## config.mk

```make
export PLATFORM = sky130hd
export DESIGN_NAME = round_sequencer_flat
export DESIGN_NICKNAME = d
export VERILOG_FILES = /design/src/rtl/round_sequencer_if.sv /design/src/rtl/round_sequencer.sv /design/src/flat_wrapper.sv
export SDC_FILE = /design/constraint.sdc
export NUM_CORES = 1
export LEC_CHECK = 0
export ABC_AREA = 1
export CORE_AREA = 4 4 41 43
export DETAILED_ROUTE_END_ITERATION = 10
export DIE_AREA = 0 0 45 47
export GPL_TIMING_DRIVEN = 0
export PLACE_DENSITY = 0.67
export SYNTH_ARGS = -nofsm -noshare
export SYNTH_HDL_FRONTEND = slang
export SYNTH_SLANG_ARGS = --single-unit
```

## constraint.sdc

```tcl
create_clock -name clk -period 1.86 [get_ports clk]
set_clock_uncertainty 0.05 [all_clocks]
set_input_delay 0.372 -clock clk [delete_from_list [all_inputs] [get_ports clk]]
set_output_delay 0.372 -clock clk [all_outputs]
set_load 0.05 [all_outputs]
```

## src/rtl/round_sequencer_if.sv

```systemverilog
// round_sequencer_if: control/datapath handshake bundle between the round sequencer and its users.
interface round_sequencer_if #(parameter int IDX_W = 2);
  logic start, decrypt, abort, round_ack;
  logic [IDX_W-1:0] round_idx;
  logic round_valid, first_round, last_round, busy, done, mode;
  modport master (
    output start, decrypt, abort, round_ack,
    input  round_idx, round_valid, first_round, last_round, busy, done, mode
  );
  modport slave (
    input  start, decrypt, abort, round_ack,
    output round_idx, round_valid, first_round, last_round, busy, done, mode
  );
endinterface

```

## src/rtl/round_sequencer.sv

```systemverilog
// round_sequencer: walks the round index up (encrypt) or down (decrypt), one round per ack, then pulses done.
module round_sequencer #(
  parameter int ROUNDS = 4,
  parameter int IDX_W  = 2
) (
  input logic clk,
  input logic rstn,
  round_sequencer_if.slave bus
);
  localparam logic [IDX_W-1:0] LAST = IDX_W'(ROUNDS - 1);
  if (ROUNDS < 1 || ROUNDS > 2 ** IDX_W) begin : g_bad_rounds
    $error("round_sequencer: ROUNDS must lie within 1..2**IDX_W");
  end
  typedef enum logic [1:0] {IDLE, RUN, DONE} state_t;
  state_t state_q, state_d;
  logic [IDX_W-1:0] idx_q, idx_d;
  logic valid_q, valid_d, first_q, first_d, last_q, last_d;
  logic busy_q, busy_d, done_q, done_d, mode_q, mode_d;
  logic at_term;
  assign at_term = idx_q == (mode_q ? '0 : LAST);
  always_comb begin
    state_d = state_q;
    idx_d   = idx_q;
    valid_d = valid_q;
    first_d = first_q;
    mode_d  = mode_q;
    done_d  = 1'b0;
    case (state_q)
      IDLE: begin
        if (bus.start) begin
          state_d = RUN;
          mode_d  = bus.decrypt;
          idx_d   = bus.decrypt ? LAST : '0;
          valid_d = 1'b1;
          first_d = 1'b1;
        end
      end
      RUN: begin
        if (bus.abort) begin
          state_d = IDLE;
          idx_d   = '0;
          valid_d = 1'b0;
          first_d = 1'b0;
        end else if (bus.round_ack) begin
          first_d = 1'b0;
          if (at_term) begin
            state_d = DONE;
            valid_d = 1'b0;
            done_d  = 1'b1;
          end else begin
            idx_d = mode_q ? idx_q - 1'b1 : idx_q + 1'b1;
          end
        end
      end
      default: begin
        state_d = IDLE;
        idx_d   = bus.abort ? '0 : idx_q;
      end
    endcase
    // flags are derived from next state so every output stays a plain flop
    busy_d = state_d != IDLE;
    last_d = valid_d && idx_d == (mode_d ? '0 : LAST);
  end
  always_ff @(posedge clk) begin
    if (!rstn) begin
      state_q <= IDLE;
      idx_q   <= '0;
      valid_q <= 1'b0;
      first_q <= 1'b0;
      last_q  <= 1'b0;
      busy_q  <= 1'b0;
      done_q  <= 1'b0;
      mode_q  <= 1'b0;
    end else begin
      state_q <= state_d;
      idx_q   <= idx_d;
      valid_q <= valid_d;
      first_q <= first_d;
      last_q  <= last_d;
      busy_q  <= busy_d;
      done_q  <= done_d;
      mode_q  <= mode_d;
    end
  end
  assign bus.round_idx   = idx_q;
  assign bus.round_valid = valid_q;
  assign bus.first_round = first_q;
  assign bus.last_round  = last_q;
  assign bus.busy        = busy_q;
  assign bus.done        = done_q;
  assign bus.mode        = mode_q;
endmodule

```

## src/flat_wrapper.sv

```systemverilog
// flat-port wrapper written by rule: the top's interface ports become plain ports
module round_sequencer_flat 
#(
  parameter int ROUNDS = 4,
  parameter int IDX_W  = 2
)
  (clk, rstn, bus_start, bus_decrypt, bus_abort, bus_round_ack, bus_round_idx, bus_round_valid, bus_first_round, bus_last_round, bus_busy, bus_done, bus_mode);
  round_sequencer_if #(.IDX_W(IDX_W)) bus_i ();
  input logic clk;
  input logic rstn;
  input wire logic [$bits(bus_i.start)-1:0] bus_start;
  input wire logic [$bits(bus_i.decrypt)-1:0] bus_decrypt;
  input wire logic [$bits(bus_i.abort)-1:0] bus_abort;
  input wire logic [$bits(bus_i.round_ack)-1:0] bus_round_ack;
  output wire logic [$bits(bus_i.round_idx)-1:0] bus_round_idx;
  output wire logic [$bits(bus_i.round_valid)-1:0] bus_round_valid;
  output wire logic [$bits(bus_i.first_round)-1:0] bus_first_round;
  output wire logic [$bits(bus_i.last_round)-1:0] bus_last_round;
  output wire logic [$bits(bus_i.busy)-1:0] bus_busy;
  output wire logic [$bits(bus_i.done)-1:0] bus_done;
  output wire logic [$bits(bus_i.mode)-1:0] bus_mode;
  assign bus_i.start = bus_start;
  assign bus_i.decrypt = bus_decrypt;
  assign bus_i.abort = bus_abort;
  assign bus_i.round_ack = bus_round_ack;
  assign bus_round_idx = bus_i.round_idx;
  assign bus_round_valid = bus_i.round_valid;
  assign bus_first_round = bus_i.first_round;
  assign bus_last_round = bus_i.last_round;
  assign bus_busy = bus_i.busy;
  assign bus_done = bus_i.done;
  assign bus_mode = bus_i.mode;
  round_sequencer #(.ROUNDS(ROUNDS), .IDX_W(IDX_W)) u_core (.clk(clk), .rstn(rstn), .bus(bus_i));
endmodule
```

== Word level (Yosys, flattened, before mapping) ==
Cells that the tools add are included.

* Register bits after elaboration: 10
* Latch bits: 0
* Memory bits (writable): 0
* Bits in read-only memories: 0
* Bits of input ports: 6
* Output and inout port bits: 8
* Logic and storage cells: 51
* Memories: 0

* Add/sub/neg operators: 2
* Multiply operators: 0
* Divide/modulo/power cells: 0
* Order comparisons: 0
* Equal/unequal tests: 5
* Shifts and indexed selects: 0
* Multiplexer cells: 27
* Bitwise logic cells: 3
* Reductions and logical operators: 6

{| class="wikitable"
|+ Operators by type and width
! cell !! count
|-
| 2-to-1 mux 2 bit || 13
|-
| 2-to-1 mux 1 bit || 10
|-
| case mux 2 bit (2 select lines) || 2
|-
| == test 2 bit || 2
|-
| case mux 1 bit (2 select lines) || 2
|-
| nonzero test 2 bit || 2
|-
| OR reduction 4 bit || 1
|-
| inequality test 3 bit (second input constant) || 1
|-
| NOT 1 bit || 3
|-
| AND reduction 3 bit || 1
|-
| adder 2 x 1 -> 2 bit (second input constant) || 1
|-
| == test 2 x 1 -> 1 bit (second input constant) || 1
|-
| zero test 2 bit || 1
|-
| inequality test 2 bit (second input constant) || 1
|-
| subtractor 2 x 1 -> 2 bit (second input constant) || 1
|-
| logical AND 1 bit || 1
|}

== Logic depth before layout (Yosys ltp) ==
Gate-level depths: netlist (run 1).

* Word-level depth: 8
* Gate-level depth with buffers: 10
* Depth with buffers taken out: 10

== Least setup slack after synthesis (run 1) ==
OpenSTA, ideal clock, no wires.

* Kind: reg2reg
* Start: register u_core.mode_q, in the netlist u_core.bus.mode
* End: register u_core.last_q, in the netlist u_core.bus.last_round
* Library setup time: 0.113 ns
* Data arrival time: 1.615 ns
* Setup slack: 0.082 ns
* Stages on the path, launching flop included: 11
* Clock period less this slack: 1.778 ns
* Cell sequence: dfxtp_1 inv_2 fa_1 nand2_1 nand2_1 nand2_1 nand3_1 nand2_1 nand2_1 nand2_1 nor2_1

* Longest elaborated chain between the ends: 8

{| class="wikitable"
|+ RTL lines
! what !! RTL line !! source
|-
| from (decl) || round_sequencer.sv:18 || <nowiki>logic busy_q, busy_d, done_q, done_d, mode_q, mode_d;</nowiki>
|-
| from (signal assigned) || round_sequencer.sv:82 || <nowiki>mode_q <= mode_d;</nowiki>
|-
| 2-to-1 mux 2 bit || round_sequencer.sv:20 || <nowiki>assign at_term = idx_q == (mode_q ? '0 : LAST);</nowiki>
|-
| == test 2 bit || round_sequencer.sv:20 ||
|-
| 2-to-1 mux 2 bit || round_sequencer.sv:46 || <nowiki>if (at_term) begin</nowiki>
|-
| 2-to-1 mux 2 bit || round_sequencer.sv:44 || <nowiki>end else if (bus.round_ack) begin</nowiki>
|-
| 2-to-1 mux 2 bit || round_sequencer.sv:39 || <nowiki>if (bus.abort) begin</nowiki>
|-
| case mux 2 bit (2 select lines) || round_sequencer.sv:28 || <nowiki>case (state_q)</nowiki>
|-
| == test 2 bit || round_sequencer.sv:62 || <nowiki>last_d = valid_d && idx_d == (mode_d ? '0 : LAST);</nowiki>
|-
| logical AND 1 bit * || round_sequencer.sv:62 ||
|-
| to (signal assigned) || round_sequencer.sv:79 || <nowiki>last_q <= last_d;</nowiki>
|-
| to (decl) || round_sequencer.sv:17 || <nowiki>logic valid_q, valid_d, first_q, first_d, last_q, last_d;</nowiki>
|}

Every way passes the cells marked *; elsewhere a longest branch is shown, timed or not.
A chain may end at the register's enable or synchronous reset.

== Worst setup path in the final report (run 1) ==
* Start: register u_core.valid_q, in the netlist u_core.bus.round_valid
* End: output port bus_round_valid

{| class="wikitable"
|+ RTL lines
! what !! RTL line !! source
|-
| from (decl) || round_sequencer.sv:17 ||
|-
| from (signal assigned) || round_sequencer.sv:77 || <nowiki>valid_q <= valid_d;</nowiki>
|-
| to (decl) || flat_wrapper.sv:16 || <nowiki>output wire logic [$bits(bus_i.round_valid)-1:0] bus_round_valid;</nowiki>
|}

No word-level cell between the ends.

==> qor.txt, run 1 <==
Startpoint types - flip-flop
Clock transition at path regs - 0.07 ns
Fmax - 0.551 GHz
Area grow syn2layout - 31.2%
Total grt overflow - 0
H-tree Lvls - 1
Rows - 13
RSZ-0062 raised after global routing - no
Routed wire length - 1.10 mm
CP top delay family - buffers and inverters
Final Critical Period - 1.82 ns
Switching portion of total power - 0.336
Mux contribution to synthesized area - 0
Routability Congestion - 0.792
Synth area leader - dfxtp_1
Vias/cell - 4.64
Placed Cells - 107
P_sw - 178 uW
Asr flop ratio synth - 0
Final Total Pwr - 531 uW
Clock latency on the worst-skew pair - 0.26 ns
Largest net degree at the start of global routing - 9
GR met1 Demand/Resource - 0.136
Residual DRC - 0
Initial antenna violation count - 0
CTS Sinks - 10
Flop-to-flop setup slack - 0.34 ns
GRT busiest layer - met2
Hold Vio Cnt, Final - 0
DIE AREA - 0.00212 mm2
Simple-Gate Fraction of Synth Area - 0.415
GR met2 Demand/Resource - 0.181
Sequential share of the synthesized area - 0.373
Worst IR Drop VDD - 382 uV
Lkg Pwr - 0.000331 uW
MaxCap Viol Count - 0
Post-synth EDFFs - 0
Die X-Extent - 45 um
Fin. max-slew vios - 0
Fin nets - 104
CTS Hold Bufs - 0
First-pass GRT wire length - 1.70 mm
Initial Utilization - 0.413
# fillers - 139
Worst slew pin tran - 0.498 ns
Diodes inserted - 0
CP bufs+invs - 1
Critical path depth - 1
Clk root buf - clkbuf_4
Syn Area/Cell - 6.79 um2
Fraction of layout cells with a size suffix above 1 - 0.168
Initial DRC count - 8
Bufs on Longest Clock Path - 2
CP max stage cell - clkdlybuf4s50_1
Final worst setup slack - 0.0449 ns
Vias in the first global route - 457
Largest family of logic cells by synthesized area - simple AND/OR/NAND/NOR gates
Yosys reg bits - 10
Synth top cells by count - 21 x nand2_1, 10 x dfxtp_1, 10 x nor2_1, 9 x inv_1, 5 x nand3_1
Hold Startpoint - u_core.bus.first_round
Final setup TNS - 0 ns
Yosys synthesis warning count - 0
Fin crit share - 0.976
Post-Synth XOR/XNOR Area - 0
Type of the worst setup path - flip-flop to primary output
Final cell count without fillers - 110
Hold Path Cell Cnt - 2
Drt wl/cell - 9.96 um
Cell chain of the critical path - clkdlybuf4s50_1
Power Dens Cells - 753 mW/mm2
Worst reg2reg startpoint - u_core.bus.mode
Top FF cell, synth - dfxtp_1
Pre-CTS setup slack - 0.0926 ns
Crit path max fanout - 2
Yosys cell types - 18
DP HPWL - 846 um
Io pins - 14
Hold WS - 0.429 ns
Synth Cell Area - 537 um2
Post-Synthesis Cells - 79
CORE AREA - 0.00130 mm2
Worst EP required - 1.44 ns
Setup Viol. Count Final - 0
Crit path launch - u_core.bus.round_valid
Setup crit end kind - primary output
Clk pwr share - 0.276
Seq pwr share - 0.452
Max stage delay on crit path - 0.80 ns
Synthesized net count - 86
IO buf count - 13
Share of the synthesized area in the top cell type - 0.373
Combinational group share of total power - 0.273
Status - finished, final reports clean
Largest cells by area after synthesis - dfxtp_1 37%, nand2_1 15%, nor2_1 7.0%
Vias post-DR - 510
Complex-gate fraction of the synthesized area - 0.0839
Data arrival time of the critical path - 1.39 ns
Routed Antenna Nets - 0
Int Pwr - 352 uW
CTS Buf Count - 3
Most common cell in the netlist - nand2_1
Min-Delay Path Class - flip-flop to flip-flop
DR pass1 iterations - 4
Adder-cell share of the synthesized area - 0.0373
GR Util met3 - 0.0230
R2R depth - 10
Rel. slew slack - 0.667
Die height - 47 um
CTS tree - built
GRT Util Overall - 0.114
## sequential cells by signal (all words and copies together), names as in the netlist
signal	flops
u_core.bus.busy	1
u_core.bus.mode	1
u_core.bus.first_round	1
u_core.bus.round_valid	1
u_core.bus.done	1
u_core.state_q	2
u_core.bus.round_idx	2
u_core.bus.last_round	1
## layer usage
layer	up-vias	wire length, um
li1	272	-
met1	222	518
met2	14	495
met3	2	71
met4	0	10
met5	-	0
## layout make-up
| class | instances | area, um2 | share of cell area |
|---|---|---|---|
| Multi-Input combinational cell | 56 | 288 | 0.409 |
| Clock buffer | 3 | 22.5 | 0.0320 |
| Sequential cell | 10 | 200 | 0.284 |
| Inverter | 13 | 48.8 | 0.0693 |
| Tap cell | 15 | 18.8 | 0.0266 |
| Timing Repair Buffer | 13 | 126 | 0.179 |
## through the flow
stage	util	instance area (um2)
floorplan	-	537
global placement	0.527	686
detailed placement	0.527	686
CTS	0.541	704
global route	0.541	704
finish	0.541	704
## layout by cell type, fill, tap and decap left out, drive strengths merged
cell / Yosys / final
inv: 13 / 13
or2: 1 / 1
fa: 1 / 1
nand3: 5 / 5
o21ai: 4 / 4
a21oi: 3 / 3
dlygate4sd2: 0 / 3
dfxtp: 10 / 10
clkdlybuf4s50: 0 / 10
nor3: 2 / 2
nor2: 13 / 13
nand2: 26 / 26
clkbuf: 0 / 3
a31oi: 1 / 1
## path summary, 6_finish.rpt
path                             to
max                 bus_round_valid
min          u_core.bus.first_round
max reg2reg   u_core.bus.last_round
min reg2reg  u_core.bus.first_round
## power by group through the flow
| stage | Clock (uW) | Combinational, uW | Sequential [uW] |
|---|---|---|---|
| floorplan | 0 | 61.9 | 283 |
| global route | 156 | 156 | 242 |
| detailed placement | 0 | 148 | 244 |
| finish | 146 | 145 | 240 |
| CTS | 150 | 146 | 240 |
| global placement | 0 | 147 | 245 |
## cells by family after synthesis
group           Yosys count
compound gates            8
simple gates             47
flops                    10
buf+inv                  13
fa+ha+maj                 1
## what timing repair did
action,CTS,global route
setup endpoints to repair,3,0
resized for setup,3,0
buffers inserted,0,0
(Power assumes the default switching activity.)
==> run 2: changes to the inputs <==
- ABC_AREA: 1 -> default
- HOLD_SLACK_MARGIN: default -> 0.06
- PLACE_DENSITY: 0.67 -> 0.68
==> qor.txt, run 2 <==
Initial Utilization - 0.419 (+0.00673)
Io pins - 14 (unchanged)
Clk root buf - clkbuf_4
Synth Cell Area - 546 um2 (+1.6%)
Die X-Extent - 45 um (unchanged)
Asr flop ratio synth - 0 (unchanged)
GRT Util Overall - 0.118 (+0.00336)
# fillers - 139 (unchanged)
CTS Buf Count - 3 (unchanged)
Pre-CTS setup slack - -0.277 ns (-0.369 ns)
Area grow syn2layout - 34.6%
Routability Congestion - 0.801 (+1.1%)
Yosys cell types - 27 (+9)
Top FF cell, synth - dfxtp_1
Worst reg2reg startpoint - u_core.bus.mode
Commonest non-fill, non-tap cell in the layout - dfxtp_1
Fin crit share - 0.961 (-0.0150)
Fmax - 0.560 GHz (+1.6%)
Routed wire length - 1.11 mm (+1.5%)
Commonest non-fill, non-tap cells in the layout - 9 x dfxtp_1, 7 x clkdlybuf4s50_1, 6 x a21oi_1, 5 x dlygate4sd2_1
Fin. max-slew vios - 0 (unchanged)
Hold Startpoint - u_core.bus.round_valid
Synth top cells by count - 10 x dfxtp_1, 6 x a21oi_1
Crit Reg-Reg Endpoint - u_core.bus.last_round
Synth area leader - dfxtp_1
Final cell count without fillers - 93 (-15%)
Setup crit end kind - primary output
Hold Vio Cnt, Final - 0 (unchanged)
DP HPWL - 815 um (-3.6%)
Rows - 13 (unchanged)
Clock latency on the worst-skew pair - 0.26 ns (about the same)
Status - finished, final reports clean
Cell chain of the critical path - clkdlybuf4s50_1
Crit path max fanout - 1 (-1)
First-pass GRT wire length - 1.73 mm (+2.0%)
Yosys reg bits - 10 (unchanged)
Fraction of layout cells with a size suffix above 1 - 0.154 (-0.0146)
Drt wl/cell - 12.0 um (+20%)
CP bufs+invs - 1 (unchanged)
CP top delay family - buffers and inverters
Critical path depth - 1 (unchanged)
CTS Sinks - 10 (unchanged)
H-tree Lvls - 1 (unchanged)
Rel. slew slack - 0.664 (-0.00280)
Final setup TNS - 0 ns (unchanged)
Diodes inserted - 0 (unchanged)
R2R depth - 7 (-3)
IO buf count - 13 (unchanged)
MaxCap Viol Count - 0 (unchanged)
CORE AREA - 0.00130 mm2 (unchanged)
DIE AREA - 0.00212 mm2 (unchanged)
Die height - 47 um (unchanged)
Post-Synthesis Cells - 60 (-24%)
Bufs on Longest Clock Path - 2 (unchanged)
Sequential share of the synthesized area - 0.367 (-0.00599)
Hold Path Cell Cnt - 2 (unchanged)
Share of the synthesized area in the top cell type - 0.367 (-0.00599)
CTS Hold Bufs - 0 (unchanged)
Initial antenna violation count - 0 (unchanged)
Hold WS - 0.425 ns (-0.00369 ns)
Power Dens Cells - 684 mW/mm2 (-9.2%)
CTS tree - built
Routed Antenna Nets - 0 (unchanged)
Post-synth EDFFs - 0 (unchanged)
Fin nets - 87 (-16%)
Clock transition at path regs - 0.06 ns (about the same)
Data arrival time of the critical path - 1.37 ns (-0.02 ns)
Vias post-DR - 499 (-2.2%)
Syn Area/Cell - 9.09 um2 (+34%)
Final worst setup slack - 0.0729 ns (+0.0280 ns)
DR pass1 iterations - 4 (unchanged)
Crit path launch - u_core.bus.last_round
Utilization after layout - 0.564 (+0.0231)
Synthesized net count - 67 (-22%)
Initial DRC count - 2 (-6)
Residual DRC - 0 (unchanged)
Vias/cell - 5.37 (+16%)
Total grt overflow - 0 (unchanged)
Worst hold endpoint - u_core.bus.last_round
Worst slew pin tran - 0.503 ns (+0.00494 ns)
Startpoint types - flip-flop
Largest cells by area after synthesis - dfxtp_1 37%, a21oi_1 5.5%, nor2b_1 4.6%
Min-Delay Path Class - flip-flop to flip-flop
Vias in the first global route - 436 (-4.6%)
Setup Viol. Count Final - 0 (unchanged)
CP max stage cell - clkdlybuf4s50_1
Flop-to-flop setup slack - 0.15 ns (-0.19 ns)
RSZ-0062 raised after global routing - no
Lkg Pwr - 0.000307 uW (-7.2%)
Worst EP required - 1.44 ns (about the same)
Worst IR Drop VDD - 420 uV (+9.8%)
Placed Cells - 88 (-18%)
Final Critical Period - 1.79 ns (-0.0280 ns)
Type of the worst setup path - flip-flop to primary output
Largest net degree at the start of global routing - 10 (+1)
Max stage delay on crit path - 0.80 ns (about the same)
Yosys synthesis warning count - 0 (unchanged)
Most common cell in the netlist - dfxtp_1
run 2: what timing repair did:
item | in CTS | in global routing
pin swaps | 0 | 1
gates resized for setup | 5 | 2
buffers inserted | 0 | 2
gates cloned | 0 | 0
endpoints found under the setup margin | 5 | 2
run 2: cell families (layout without fill, tap and decap cells):
kind of cell,after synthesis,count (layout),synth area share
AOI/OAI and AO/OA,21,21,0.278
adders and majority gates,1,1,0.0367
buffers and inverters,3,21,0.0344
and+or+nand+nor,25,25,0.284
DFF,10,10,0.367
run 2: layout make-up:
cell class / instances / area [um2] / share of cell area
multi-input combinational: 47 / 332 / 0.451
sequential: 10 / 201 / 0.274
timing repair buffer: 15 / 141 / 0.193
clock buffer: 3 / 22.5 / 0.0307
tap: 15 / 18.8 / 0.0256
buffer: 1 / 11.3 / 0.0153
inverter: 2 / 7.51 / 0.0102
run 2: metal layers:
metal | up-vias | GRT usage | wire length, um
met3 | 2 | 0.0421 | 63
li1 | 252 | - | -
met2 | 12 | 0.167 | 482
met5 | - | 0 | 0
met4 | 0 | 0.105 | 24
met1 | 233 | 0.139 | 541
run 2: metrics by stage:
stage                     instance area [um2]  power (uW)
after floorplan                           547         321
after global placement                    696         366
after detailed placement                  696         367
after CTS                                 712         505
after global routing                      734         530
final                                     734         503
run 2: worst max-delay path by stage:
stage	slack (ns)	to
6_report	0.07	bus_last_round
5_1_grt	0.04	bus_busy
4_1_cts	0.01	bus_first_round
3_5_place_dp	-0.28	u_core.bus.last_round
3_3_place_gp	-0.27	u_core.bus.last_round
2_1_floorplan	0.05	u_core.bus.last_round
run 2: report_power, final:
group          internal [uW]  total (uW)  switching, uW
clock                   74.3         141           66.4
sequential               227         240           13.9
combinational           47.3         122           74.2
==> run 3: changes to the inputs <==
- DONT_BUFFER_PORTS: default -> 1
- PLACE_DENSITY: 0.68 -> 0.54
==> qor.txt, run 3 (synthesis results as in run 2) <==
IO buf count - 0 (-13)
CP top delay family - flip-flops
Placed Cells - 75 (-15%)
Clock latency on the worst-skew pair - 0.27 ns (about the same)
Rel. slew slack - 0.633 (-0.0310)
Vias post-DR - 448 (-10%)
Rows - 13 (unchanged)
CTS tree - built
Post-route cell area - 611 um2 (-17%)
Pre-CTS setup slack - -0.0563 ns (+0.220 ns)
Area grow syn2layout - 11.9%
Placed cell areas - 566 um2 (-19%)
CTS Sinks - 10 (unchanged)
Vias/cell - 5.67 (+5.7%)
Fin nets - 72 (-17%)
CTS Buf Count - 3 (unchanged)
MaxCap Viol Count - 0 (unchanged)
Largest net degree at the start of global routing - 10 (unchanged)
Max stage delay on crit path - 0.48 ns (-0.32 ns)
Lkg Pwr - 0.000225 uW (-27%)
DP HPWL - 804 um (-1.3%)
Final Total Pwr - 528 uW (+5.1%)
Final setup TNS - 0 ns (unchanged)
DR pass1 iterations - 4 (unchanged)
Clk root buf - clkbuf_4
Routed wire length - 1.14 mm (+2.3%)
Status - finished, final reports clean
DIE AREA - 0.00212 mm2 (unchanged)
Io pins - 14 (unchanged)
Type of the worst setup path - flip-flop to flip-flop
Setup Viol. Count Final - 0 (unchanged)
Clock transition at path regs - 0.07 ns (about the same)
Vias in the first global route - 421 (-3.4%)
Fin crit share - 0.945 (-0.0157)
GRT Util Overall - 0.126 (+0.00834)
Initial Utilization - 0.419 (unchanged)
Setup crit end kind - flip-flop
Hold Vio Cnt, Final - 0 (unchanged)
H-tree Lvls - 1 (unchanged)
RSZ-0062 raised after global routing - no
Die X-Extent - 45 um (unchanged)
Power Dens Cells - 865 mW/mm2 (+26%)
CP bufs+invs - 1 (unchanged)
Total grt overflow - 0 (unchanged)
Routability Congestion - 0.735 (-8.3%)
Initial DRC count - 13 (+11)
Worst IR Drop VDD - 424 uV (+1.0%)
Commonest non-fill, non-tap cell in the layout - dfxtp_1
Diodes inserted - 0 (unchanged)
CORE AREA - 0.00130 mm2 (unchanged)
Final worst setup slack - 0.102 ns (+0.0292 ns)
Crit path max fanout - 7 (+6)
Drt wl/cell - 14.4 um (+20%)
Commonest non-fill, non-tap cells in the layout - 7 x dfxtp_1, 5 x a21oi_1
Routed Antenna Nets - 0 (unchanged)
Cell chain of the critical path - inv_1 > fa_1 > nand2_1 > a21boi_2 > a21oi_2 > nand4_1 > a221oi_2
Fraction of layout cells with a size suffix above 1 - 0.203 (+0.0493)
Data arrival time of the critical path - 1.89 ns (+0.52 ns)
Worst EP required - 2.00 ns (+0.56 ns)
Final Critical Period - 1.76 ns (-0.0292 ns)
Worst slew pin tran - 0.550 ns (+0.0465 ns)
CP max stage cell - dfxtp_4
Initial antenna violation count - 0 (unchanged)
Fmax - 0.569 GHz (+1.7%)
Min-Delay Path Class - input port to flip-flop
First-pass GRT wire length - 1.83 mm (+5.6%)
Final cell count without fillers - 79 (-15%)
Residual DRC - 0 (unchanged)
Die height - 47 um (unchanged)
Startpoint types - flip-flop
Bufs on Longest Clock Path - 2 (unchanged)
Fin. max-slew vios - 0 (unchanged)
==> run 3: cell types whose count changed in the layout (fill, tap and decap cells not counted), sizes merged <==
cell,previous run,this run
dlygate4sd2,5,0
clkdlybuf4s50,7,0
buf,3,1
clkbuf,3,4
dlymetal6s2s,1,0
==> run 3: layout make-up <==
type	count	area, um2
buffer	1	11.3
clock buffer	4	36.3
fill	142	691
inverter	2	7.51
multi-input combinational	47	330
sequential	10	206
tap	15	18.8
==> run 3: where the power goes <==
group	switching, uW	total [uW]	internal, uW	leakage, uW
registers	51.0	277	226	0.0000836
clock network	81.2	200	119	0.0000210
logic	25.3	50.6	25.3	0.000120
total	158	528	371	0.000225
==> run 3: metrics by stage <==
stage | util | hold slack [ns]
floorplan | - | 0.420
global placement | 0.435 | 0.466
detailed placement | 0.435 | 0.461
CTS | 0.466 | 0.179
global route | 0.469 | 0.182
finish | 0.469 | 0.177
==> run 3: worst register-to-register path, cell delays in order (launching register included) <==
cell and delay, ns:
dfxtp_4 0.48, inv_1 0.11, fa_1 0.41, nand2_1 0.08, a21boi_2 0.05, a21oi_2 0.14
nand4_1 0.12, a221oi_2 0.23
==> run 3: repair_timing <==
action                     in CTS  in global routing
hold buffers                    0                  0
resized for setup               3                  1
setup endpoints to repair       1                  1
setup buffers                   0                  0
==> run 3: worst paths after layout <==
check	start	slack (ns)	cells after the start	end
max	u_core.bus.mode	0.10	7	u_core.bus.last_round
min reg2reg	u_core.state_q[0]	0.49	1	u_core.bus.first_round
min	rstn	0.18	1	u_core.bus.mode
max reg2reg	u_core.bus.mode	0.10	7	u_core.bus.last_round
==> run 3: per-layer routing <==
layer	GRT usage	part of all wire	vias up
met3	0.0575	0.069	6
met5	0	0	-
met4	0.0877	0.028	0
met2	0.192	0.44	14
met1	0.140	0.46	203
li1	-	-	225
